### src/rtl/fourbyone_arbiter_if.sv
// ---------------------------------------------------------------------------
// fourbyone_arbiter_if
//   Bundle of the four requester ports, the shared output word and its
//   valid/ready handshake.
//
//   Parameter:
//     n          data width of A..D and Y
//   Signals:
//     req[3:0]   request per port (bit0=A .. bit3=D)
//     A,B,C,D    requester data words
//     out_ready  downstream accepts Y when high together with out_valid
//     S[1:0]     registered select of the current/last winner
//     gnt[3:0]   one-hot, single-cycle grant pulse
//     Y          registered selected word
//     out_valid  Y holds a word not yet accepted
//   Modports:
//     master     producer/consumer side (drives req, data, out_ready)
//     slave      arbiter side (drives S, gnt, Y, out_valid)
// ---------------------------------------------------------------------------
interface fourbyone_arbiter_if #(
  parameter int n = 4
);
  logic [3:0]   req;
  logic [n-1:0] A;
  logic [n-1:0] B;
  logic [n-1:0] C;
  logic [n-1:0] D;
  logic         out_ready;
  logic [1:0]   S;
  logic [3:0]   gnt;
  logic [n-1:0] Y;
  logic         out_valid;

  modport master (
    output req, A, B, C, D, out_ready,
    input  S, gnt, Y, out_valid
  );

  modport slave (
    input  req, A, B, C, D, out_ready,
    output S, gnt, Y, out_valid
  );
endinterface

### src/rtl/fourbyone_arbiter.sv
// ---------------------------------------------------------------------------
// fourbyone_arbiter
//   Round-robin arbiter plus registered output stage sharing one n-bit 4:1
//   mux among requesters A..D. The winner's word is captured into Y and held
//   under a valid/ready handshake until the consumer accepts it. When the
//   consumer accepts and another request is pending, the next word is
//   captured in the same edge, so one word per cycle is sustainable.
//
//   Ports:
//     clk   system clock, all state updates on the rising edge
//     rst   synchronous, active-high reset
//     bus   fourbyone_arbiter_if.slave (req, A..D, out_ready in;
//           S, gnt, Y, out_valid out)
//
//   Configuration macro:
//     FOURBYONE_ARB_FIXED_PRIO_EN  when defined, fixed priority A>B>C>D
//                                  replaces the round-robin search. The
//                                  last-grant pointer is still maintained.
//
//   All outputs come straight from registers.
// ---------------------------------------------------------------------------
module fourbyone_arbiter #(
  parameter int n = 4
) (
  input  logic               clk,
  input  logic               rst,
  fourbyone_arbiter_if.slave bus
);

  typedef enum logic {
    IDLE = 1'b0,
    BUSY = 1'b1
  } state_t;

  state_t       state_reg;
  logic [1:0]   ptr_reg;        // index of the last winner
  logic [1:0]   s_reg;
  logic [3:0]   gnt_reg;
  logic [n-1:0] y_reg;
  logic         out_valid_reg;

  logic [3:0]   eff_req;
  logic         win_found;
  logic [1:0]   win_idx;
  logic [3:0]   win_onehot;
  logic [n-1:0] words [4];
  logic [n-1:0] win_word;

  // A requester sees its grant pulse one cycle late and only then drops
  // req; masking the currently granted bit keeps that stale request from
  // winning a second time.
  assign eff_req = bus.req & ~gnt_reg;

  assign words[0] = bus.A;
  assign words[1] = bus.B;
  assign words[2] = bus.C;
  assign words[3] = bus.D;

  assign win_word = words[win_idx];

  generate
    for (genvar gi = 0; gi < 4; gi++) begin : g_onehot
      assign win_onehot[gi] = (win_idx == 2'(gi));
    end
  endgenerate

`ifdef FOURBYONE_ARB_FIXED_PRIO_EN
  // Fixed priority: scan from D down to A so the lowest index is the last
  // assignment and therefore wins.
  always_comb begin
    win_found = 1'b0;
    win_idx   = 2'b00;
    for (int i = 3; i >= 0; i--) begin
      if (eff_req[i]) begin
        win_found = 1'b1;
        win_idx   = 2'(i);
      end
    end
  end
`else
  // Round-robin: candidates in search order are ptr+1, ptr+2, ptr+3, ptr
  // (all mod 4). Scanning from the farthest candidate to the nearest lets
  // the nearest pending one overwrite the others.
  always_comb begin
    logic [1:0] cand;
    win_found = 1'b0;
    win_idx   = 2'b00;
    cand      = 2'b00;
    for (int i = 4; i >= 1; i--) begin
      cand = ptr_reg + 2'(i);
      if (eff_req[cand]) begin
        win_found = 1'b1;
        win_idx   = cand;
      end
    end
  end
`endif

  // Control FSM with registered outputs. gnt defaults to zero every cycle
  // so it is a single-cycle pulse aligned with the first cycle of a new Y.
  always_ff @(posedge clk) begin
    if (rst) begin
      state_reg     <= IDLE;
      ptr_reg       <= 2'b11;     // A searched first after reset
      s_reg         <= 2'b00;
      gnt_reg       <= 4'b0000;
      y_reg         <= '0;
      out_valid_reg <= 1'b0;
    end else begin
      gnt_reg <= 4'b0000;
      case (state_reg)
        IDLE: begin
          if (win_found) begin
            s_reg         <= win_idx;
            y_reg         <= win_word;
            gnt_reg       <= win_onehot;
            ptr_reg       <= win_idx;
            out_valid_reg <= 1'b1;
            state_reg     <= BUSY;
          end
        end
        BUSY: begin
          // Without out_ready the held word, select and valid stay put and
          // new requests wait.
          if (bus.out_ready) begin
            if (win_found) begin
              s_reg         <= win_idx;
              y_reg         <= win_word;
              gnt_reg       <= win_onehot;
              ptr_reg       <= win_idx;
              out_valid_reg <= 1'b1;
            end else begin
              // S and Y keep the last delivered values.
              out_valid_reg <= 1'b0;
              state_reg     <= IDLE;
            end
          end
        end
        default: begin
          state_reg     <= IDLE;
          out_valid_reg <= 1'b0;
        end
      endcase
    end
  end

  assign bus.S         = s_reg;
  assign bus.gnt       = gnt_reg;
  assign bus.Y         = y_reg;
  assign bus.out_valid = out_valid_reg;

endmodule

### src/flat_wrapper.sv
// flat-port wrapper written by rule: the top's interface ports become plain ports
module fourbyone_arbiter_flat 
#(
  parameter int n = 4
)
  (clk, rst, bus_req, bus_A, bus_B, bus_C, bus_D, bus_out_ready, bus_S, bus_gnt, bus_Y, bus_out_valid);
  fourbyone_arbiter_if #(.n(n)) bus_i ();
  input  logic clk;
  input  logic rst;
  input wire logic [$bits(bus_i.req)-1:0] bus_req;
  input wire logic [$bits(bus_i.A)-1:0] bus_A;
  input wire logic [$bits(bus_i.B)-1:0] bus_B;
  input wire logic [$bits(bus_i.C)-1:0] bus_C;
  input wire logic [$bits(bus_i.D)-1:0] bus_D;
  input wire logic [$bits(bus_i.out_ready)-1:0] bus_out_ready;
  output wire logic [$bits(bus_i.S)-1:0] bus_S;
  output wire logic [$bits(bus_i.gnt)-1:0] bus_gnt;
  output wire logic [$bits(bus_i.Y)-1:0] bus_Y;
  output wire logic [$bits(bus_i.out_valid)-1:0] bus_out_valid;
  assign bus_i.req = bus_req;
  assign bus_i.A = bus_A;
  assign bus_i.B = bus_B;
  assign bus_i.C = bus_C;
  assign bus_i.D = bus_D;
  assign bus_i.out_ready = bus_out_ready;
  assign bus_S = bus_i.S;
  assign bus_gnt = bus_i.gnt;
  assign bus_Y = bus_i.Y;
  assign bus_out_valid = bus_i.out_valid;
  fourbyone_arbiter #(.n(n)) u_core (.clk(clk), .rst(rst), .bus(bus_i));
endmodule
### config.mk
export PLATFORM = sky130hd
export DESIGN_NAME = fourbyone_arbiter_flat
export DESIGN_NICKNAME = d
export VERILOG_FILES = /design/src/rtl/fourbyone_arbiter_if.sv /design/src/rtl/fourbyone_arbiter.sv /design/src/flat_wrapper.sv
export SDC_FILE = /design/constraint.sdc
export NUM_CORES = 1
export LEC_CHECK = 0
export ABC_AREA = 1
export CORE_MARGIN = 2
export CORE_UTILIZATION = 43
export CTS_CLUSTER_DIAMETER = 100
export DETAILED_ROUTE_END_ITERATION = 8
export MAX_ROUTING_LAYER = met4
export PLACE_DENSITY_LB_ADDON = 0.25
export SYNTH_ARGS = -nofsm -noshare
export SYNTH_HDL_FRONTEND = slang
export SYNTH_SLANG_ARGS = --single-unit
### constraint.sdc
create_clock -name clk -period 2 [get_ports clk]
set_input_delay 0.6 -clock clk [delete_from_list [all_inputs] [get_ports clk]]
set_output_delay 0.6 -clock clk [all_outputs]
set_load 0.01 [all_outputs]
### Word-level counts from Yosys, hierarchy flattened

Cells that the tools add are included.

* multiplexer cells: 37
* bitwise gates (word level): 4
* magnitude comparators: 5
* equal/unequal tests: 5
* reductions and logical operators: 2
* $add $sub $neg: 3

Operator list (number)
* $mux 4: 6
* $mux 2: 8
* $pmux 4 s2: 2
* $lt 2x3->1 const B: 4
* $mux 1: 12
* $bmux 1 s2: 4
* $bmux 4 s2: 1
* $pmux 2 s2: 2
* $add 2x2->2 const B: 2
* $and 4x4->4: 1
* $eq 2x2->1 const B: 2
* $not 4->4: 1
* $pmux 1 s2: 2
* $ge 3x3->1 const B: 1
* $not 2->3: 1
* $add 2x1->2 const B: 1
* $eq 2x1->1 const B: 1
* $logic_not 2->1: 1
* $ne 2x1->1 const B: 1
* $ne 2x2->1 const B: 1
* $reduce_and 2->1: 1
* $not 1->1: 1

* flip-flop bits (word level): 14
* logic and storage cells: 62
* input port bits: 23

### Longest topological paths before layout

* depth in word-level cells: 15
* mapped depth: 16

### Worst setup path before layout

OpenSTA, ideal clock, no wires.

* path kind: input-to-reg
* start: input port bus_req[3]
* end: register u_core.y_reg[2], in the netlist u_core.bus.Y[2]
* data required time: 1.878 ns
* path slack: 0.296 ns
* buffers on the path: 1
* data arrival time: 1.582 ns
* library setup time: 0.122 ns
* stages: 11
* cell sequence: nand3_1 > nand2_1 > nor2_1 > nor2_1 > nand3_4 > nand2_4 > buf_8 > nand2_1 > nand3_1 > nand2_1 > a21oi_2

* cells in the longest elaborated chain, start to end: 14
* elaborated cells on any way between the ends: 24
* those cells by class: mux: 22; bitwise: 2

Ends and longest elaborated chain
* start, declared: line flat_wrapper.sv:10 `input wire logic [$bits(bus_i.req)-1:0] bus_req;`
* $and 4x4->4 (*): line fourbyone_arbiter.sv:52 `assign eff_req = bus.req & ~gnt_reg;`
* $bmux 1 s2: line fourbyone_arbiter.sv:91 `if (eff_req[cand]) begin`
* $mux 1 (not written as such): line fourbyone_arbiter.sv:91
* $mux 2 (4 in a row): line fourbyone_arbiter.sv:91
* $not 2->3 (not written as such): line fourbyone_arbiter.sv:59 `assign win_word = words[win_idx];`
* $bmux 4 s2: line fourbyone_arbiter.sv:59
* $mux 4 (not written as such) (2 in a row): line fourbyone_arbiter.sv:59
* $mux 4 (*): line fourbyone_arbiter.sv:113, fourbyone_arbiter.sv:126
* $mux 4: line fourbyone_arbiter.sv:125 `if (bus.out_ready) begin`
* $pmux 4 s2 (*): line fourbyone_arbiter.sv:111 `case (state_reg)`
* end signal, assigned: line fourbyone_arbiter.sv:115 `y_reg <= win_word;`
* end signal, assigned: line fourbyone_arbiter.sv:128 `y_reg <= win_word;`
* end, declared: line fourbyone_arbiter.sv:39 `logic [n-1:0] y_reg;`

Every way passes the cells marked *; elsewhere a longest branch is shown, timed or not. The select of a mux whose other input is x is not followed.
A chain may end at the register's enable or synchronous reset.

### Worst setup path after layout

* start: register u_core.gnt_reg[1], in the netlist u_core.bus.gnt[1]
* end: output port bus_gnt[1]

RTL lines
* start, declared: line fourbyone_arbiter.sv:38 `logic [3:0] gnt_reg;`
* start signal, assigned: line fourbyone_arbiter.sv:116 `gnt_reg <= win_onehot;`
* start signal, assigned: line fourbyone_arbiter.sv:129 `gnt_reg <= win_onehot;`
* end, declared: line flat_wrapper.sv:17 `output wire logic [$bits(bus_i.gnt)-1:0] bus_gnt;`

No word-level cell between the ends.

==> flow_summary.json <==
{
  "outcome": "finished, final reports clean",
  "start_util_pct": 45.85,
  "grt_max_degree": 13,
  "crit_cells": 1,
  "final_nets": 201,
  "overflow": 0,
  "p_leak_nw": 0.6966,
  "numCtsBuffers": 3,
  "cpPeakStageDelay_ns": 0.55,
  "dp.cells": 198,
  "synthCells": 124,
  "hold_start": "u_core.bus.S[1]",
  "finClkSkew_ns": 0.005083,
  "antenna_found_initial": 0,
  "row_count": 16,
  "crit_chain": "clkdlybuf4s50_1",
  "dp_slack_ns": -0.3105,
  "clkLatencyLatePin_ns": 0.29,
  "dieHeight_um": 49.74,
  "grt_use_total_pct": 21.63,
  "syn-cell-area_um2": 899.6,
  "ys_types": 24,
  "coreArea_um2": 1962,
  "cap_violations": 0,
  "drcViolationCount": 0,
  "startpoint": "u_core.bus.gnt[1]",
  "power_mw": 2.954,
  "drive_above_1_share_pct": 27.12,
  "syn2layout_area_growth_pct": 63.00,
  "portBuffers": 33,
  "ios": 34,
  "cts_root_buf": "clkbuf_4",
  "max_freq_mhz": 562.1,
  "critPathRequiredTime_ns": 1.40,
  "dp.final_hpwl_um": 1905,
  "relSlewSlack_pct": 85.41,
  "critical_path.startpoint_type": "flip-flop",
  "worstHoldEndpoint": "u_core.bus.S[1]",
  "grt_pass1_vias": 977,
  "cpMaxStageDelayCell": "clkdlybuf4s50_1",
  "avgViaCountPerCell": 4.863,
  "cts_tree": "yes",
  "antenna_left": 0,
  "vias": 992,
  "synth_fp_nets": 147,
  "drt_first_iter_violations": 10,
  "die_area_um2": 2474,
  "layout.cells.non_filler": 204,
  "intPower_mw": 1.534,
  "yosys_most_used_dff": "dfxtp_1",
  "crit_family": "buffers and inverters",
  "route.final.wire_length_um": 2472,
  "routedWlPerCell_um": 12.12,
  "p_per_area_nw_per_um2": 2014,
  "r2r-end": "u_core.bus.Y[3]",
  "ys_warn_count": 0,
  "async_reset_ff_share_pct": 0,
  "crit_path_end_kind": "output port",
  "pwr-share-clk_pct": 7.0,
  "r2r_slack_ns": 0.23,
  "drv_slew": 0,
  "yosys.area.top_type": "dfxtp_1",
  "tightest_slew_ns": 0.2166,
  "clock_path_buffers": 2,
  "synth-edff-count": 0,
  "final_util_pct": 74.74,
  "gp_congestion": 0.7567,
  "path_class": "reg2out",
  "switchingPower_mw": 1.420,
  "diodes": 0,
  "p_seq_share_pct": 15.3,
  "cts_hold_buf": 0,
  "finalSetupViolations": 0,
  "period_share_pct": 88.96,
  "r2r_start": "u_core.ptr_reg[0]",
  "hold_violations": 0,
  "fin_setup_tns_ns": 0,
  "crit_fanout": 2,
  "cts_max_level": 1,
  "r2r_cells": 15,
  "grt_pass1_wl_um": 4036,
  "ys_ff_latch": 14,
  "synth_top_area_share_pct": 31.15,
  "comb_power_share_pct": 77.7,
  "grt_setup_unrepaired": "false",
  "irDropWorstVdd_mv": 1.354,
  "setup_ws_ns": 0.2208,
  "cts_sinks": 14,
  "fin_crit_ns": 1.779,
  "crit_arrival_ns": 1.18,
  "synth.avg_cell_area_um2": 7.255,
  "hp-class": "reg2reg",
  "clkTransAtPathRegs_ns": 0.09,
  "fp.dieW_um": 49.74,
  "drtPass1Iterations": 4,
  "swShare_pct": 48.09,
  "synth_area_leaders": "dfxtp_1, nand3_1, nand2_1",
  "holdPathStages": 2,
  "synth-seq-area-share_pct": 31.15,
  "critPathBufInv": 1
}
==> metal layers <==
metal  track usage, %  up-vias  wire length (µm)
met4            5.093        0                12
met2            40.00       19              1349
met3            4.848        2               100
met1            23.21      461              1010
met5                -        -                 0
li1                 -      510                 -
==> cell usage after synthesis (2+ instances only) <==
cell type and number:
nand3_1 23, nand2_1 28, clkinv_1 3, o21ai_0 4, a21oi_1 5, inv_4 3
nor2_1 10, dfxtp_1 14, nand2_4 2, a21oi_2 2, nor4_2 2, inv_1 10
nand2_2 7
==> cell families after synthesis <==
family                 Yosys count  synth area share, %
XOR/XNOR                         1                3.060
buffers and inverters           19                10.85
flip-flops                      14                31.15
AO/OA/AOI/OAI                   14                10.15
AND/OR/NAND/NOR                 76                44.78
==> stage by stage <==
| step | hold slack (ns) | area (µm²) |
|---|---|---|
| final | 0.4691 | 1466 |
| after global routing | 0.5043 | 1466 |
| after CTS | 0.4705 | 1415 |
| after detailed placement | 0.4587 | 1370 |
| after global placement | 0.4541 | 1370 |
| after floorplan | 0.4811 | 899.6 |
==> area by class of cell <==
type | instances | area, µm²
repair buffers | 50 | 480.5
clock buffers | 4 | 36.28
fillers | 165 | 495.5
multi-input cells | 92 | 561.8
inverters | 17 | 73.82
well taps | 27 | 33.78
flip-flops and latches | 14 | 280.3
==> power by group through the flow <==
stage          sequential [mW]  clock (mW)  combinational (mW)
4_1_cts                  0.453       0.210                2.14
3_5_place_dp             0.459           0                2.09
6_report                 0.452       0.207                2.30
2_1_floorplan            0.497           0                1.31
3_3_place_gp             0.456           0                2.02
5_1_grt                  0.463       0.220                2.51
==> what timing repair did <==
item,in CTS,in global routing
pin swaps,0,6
resized for setup,1,10
gates cloned,0,1
buffers inserted,0,1
endpoints found under the setup margin,1,9
==> layout by cell type, fill, tap and decap left out, drive strengths merged <==
| cell | instances |
|---|---|
| a21oi | 7 |
| nand4 | 1 |
| nand3b | 1 |
| inv | 14 |
| clkinv | 3 |
| nand3 | 25 |
| xor2 | 1 |
| nor2 | 10 |
| clkbuf | 4 |
| dlymetal6s2s | 4 |
| o211ai | 1 |
| nor4 | 2 |
| clkdlybuf4s50 | 29 |
| buf | 17 |
| nand2 | 38 |
| o21ai | 6 |
| dfxtp | 14 |
==> worst max path at each step <==
stage | endpoint
finish | bus_gnt[1]
global route | u_core.bus.Y[3]
CTS | u_core.bus.gnt[0]
detailed placement | u_core.bus.Y[0]
global placement | u_core.bus.Y[0]
floorplan | u_core.bus.Y[2]
No activity file was read; power rests on OpenSTA's default activity.
==> RTL change: new RTL, same settings <==
Build with the macro `FOURBYONE_ARB_FIXED_PRIO_EN` defined.
--- a/src/rtl/fourbyone_arbiter.sv
+++ b/src/rtl/fourbyone_arbiter.sv
@@ -19,6 +19,8 @@
 //
 //   All outputs come straight from registers.
 // ---------------------------------------------------------------------------
+`define FOURBYONE_ARB_FIXED_PRIO_EN
+
 module fourbyone_arbiter #(
   parameter int n = 4
 ) (
Formal check against the unedited RTL: not equivalent (Yosys sat finds a counterexample within 4 cycles, from zero or initial values and one cycle with rst high).
==> RTL change against the original RTL <==
  * Synthesized cell count decreased by 20%
  * Final area down 28%
  * Via count down 21%
  * Area after synthesis down 27%
  * Routed wire length down 30%
  * Sequential cell count is 2 lower
  * Worst setup slack worse by 0.014 ns
  * Critical path type unchanged
  * Critical endpoint is now bus_gnt[2]
Power is left out: it rests on default switching activity, and per cell area and clock period it moved more than threefold.
==> RTL change: results (changes against the original RTL) <==
- The total number of nets in the final design was 162 (was 201).
- Vias per inst: 5.078 (was 4.863)
* Total global routing track utilization: 0.2063 (was 0.2163)
- The design area is 0.001062 mm2 (was 0.001466 mm2).
* DRT Pass-1 Iters: 6 (was 4)
- The critical-path maximum fanout came to 3 (was 2).
- Ranking of synthesized cells by area: sky130_fd_sc_hd__dfxtp_1, sky130_fd_sc_hd__nand3_1, sky130_fd_sc_hd__inv_1 (was sky130_fd_sc_hd__dfxtp_1, sky130_fd_sc_hd__nand3_1, sky130_fd_sc_hd__nand2_1).
* Detailed Place HPWL: 1.382 mm (was 1.905 mm)
- The met1 track utilization from global routing was 0.2156 (was 0.2321).
- The number of global-route vias before repair was 722 (was 977).
- The worst clock skew came to 0.001221 ns (was 0.005083 ns).
- Routed via count: 782 (was 992)
* Worst skew pair latency: 0.27 ns (was 0.29 ns)
- Critical Path Sink: bus_gnt[2] (was bus_gnt[1])
- The net count after synthesis was 122 (was 147).
* Minimum hold slack: 0.4688 ns (was 0.4691 ns)
* Result of the run: finished clean (unchanged)
- The worst hold endpoint was u_core.bus.out_valid (was u_core.bus.S[1]).
- The largest net degree at the start of global routing was 10 (was 13).
* Number of cell instances on the worst register-to-register path: 7 (was 15)
- Total cell area at the placement stage: 0.001026 mm2 (was 0.001370 mm2)
* Post-Syn Instances: 99 (was 124)
* Start point of the critical path: u_core.bus.gnt[2] (was u_core.bus.gnt[1])
- Commonest cells post-synth: sky130_fd_sc_hd__nand3_1, sky130_fd_sc_hd__inv_1, sky130_fd_sc_hd__nand2_1, sky130_fd_sc_hd__nor2_1, sky130_fd_sc_hd__dfxtp_1 (was sky130_fd_sc_hd__nand2_1, sky130_fd_sc_hd__nand3_1, sky130_fd_sc_hd__dfxtp_1).
- The final setup slack of the worst path is 0.2068 ns (was 0.2208 ns).
- Share of cells above drive strength 1: 0.09420 (was 0.2712)
==> RTL change: per-layer routing <==
metal	vias up	wire [um]
li1	399	-
met5	-	0
met2	42	790
met4	0	46
met1	335	730
met3	6	158
==> RTL change: layout make-up <==
type                       count  share of cell area
sequential                    12              0.2261
tap                           16             0.01885
multi-input combinational     69              0.3298
clock buffer                   4             0.03416
timing repair buffer          35              0.3251
inverter                      18             0.06596
==> RTL change: kinds of logic after synthesis <==
logic type / Yosys count / synth area share
AND/OR/NAND/NOR: 56 / 0.3996
buffers and inverters: 18 / 0.1061
AO/OA/AOI/OAI: 13 / 0.1307
flip-flops: 12 / 0.3636
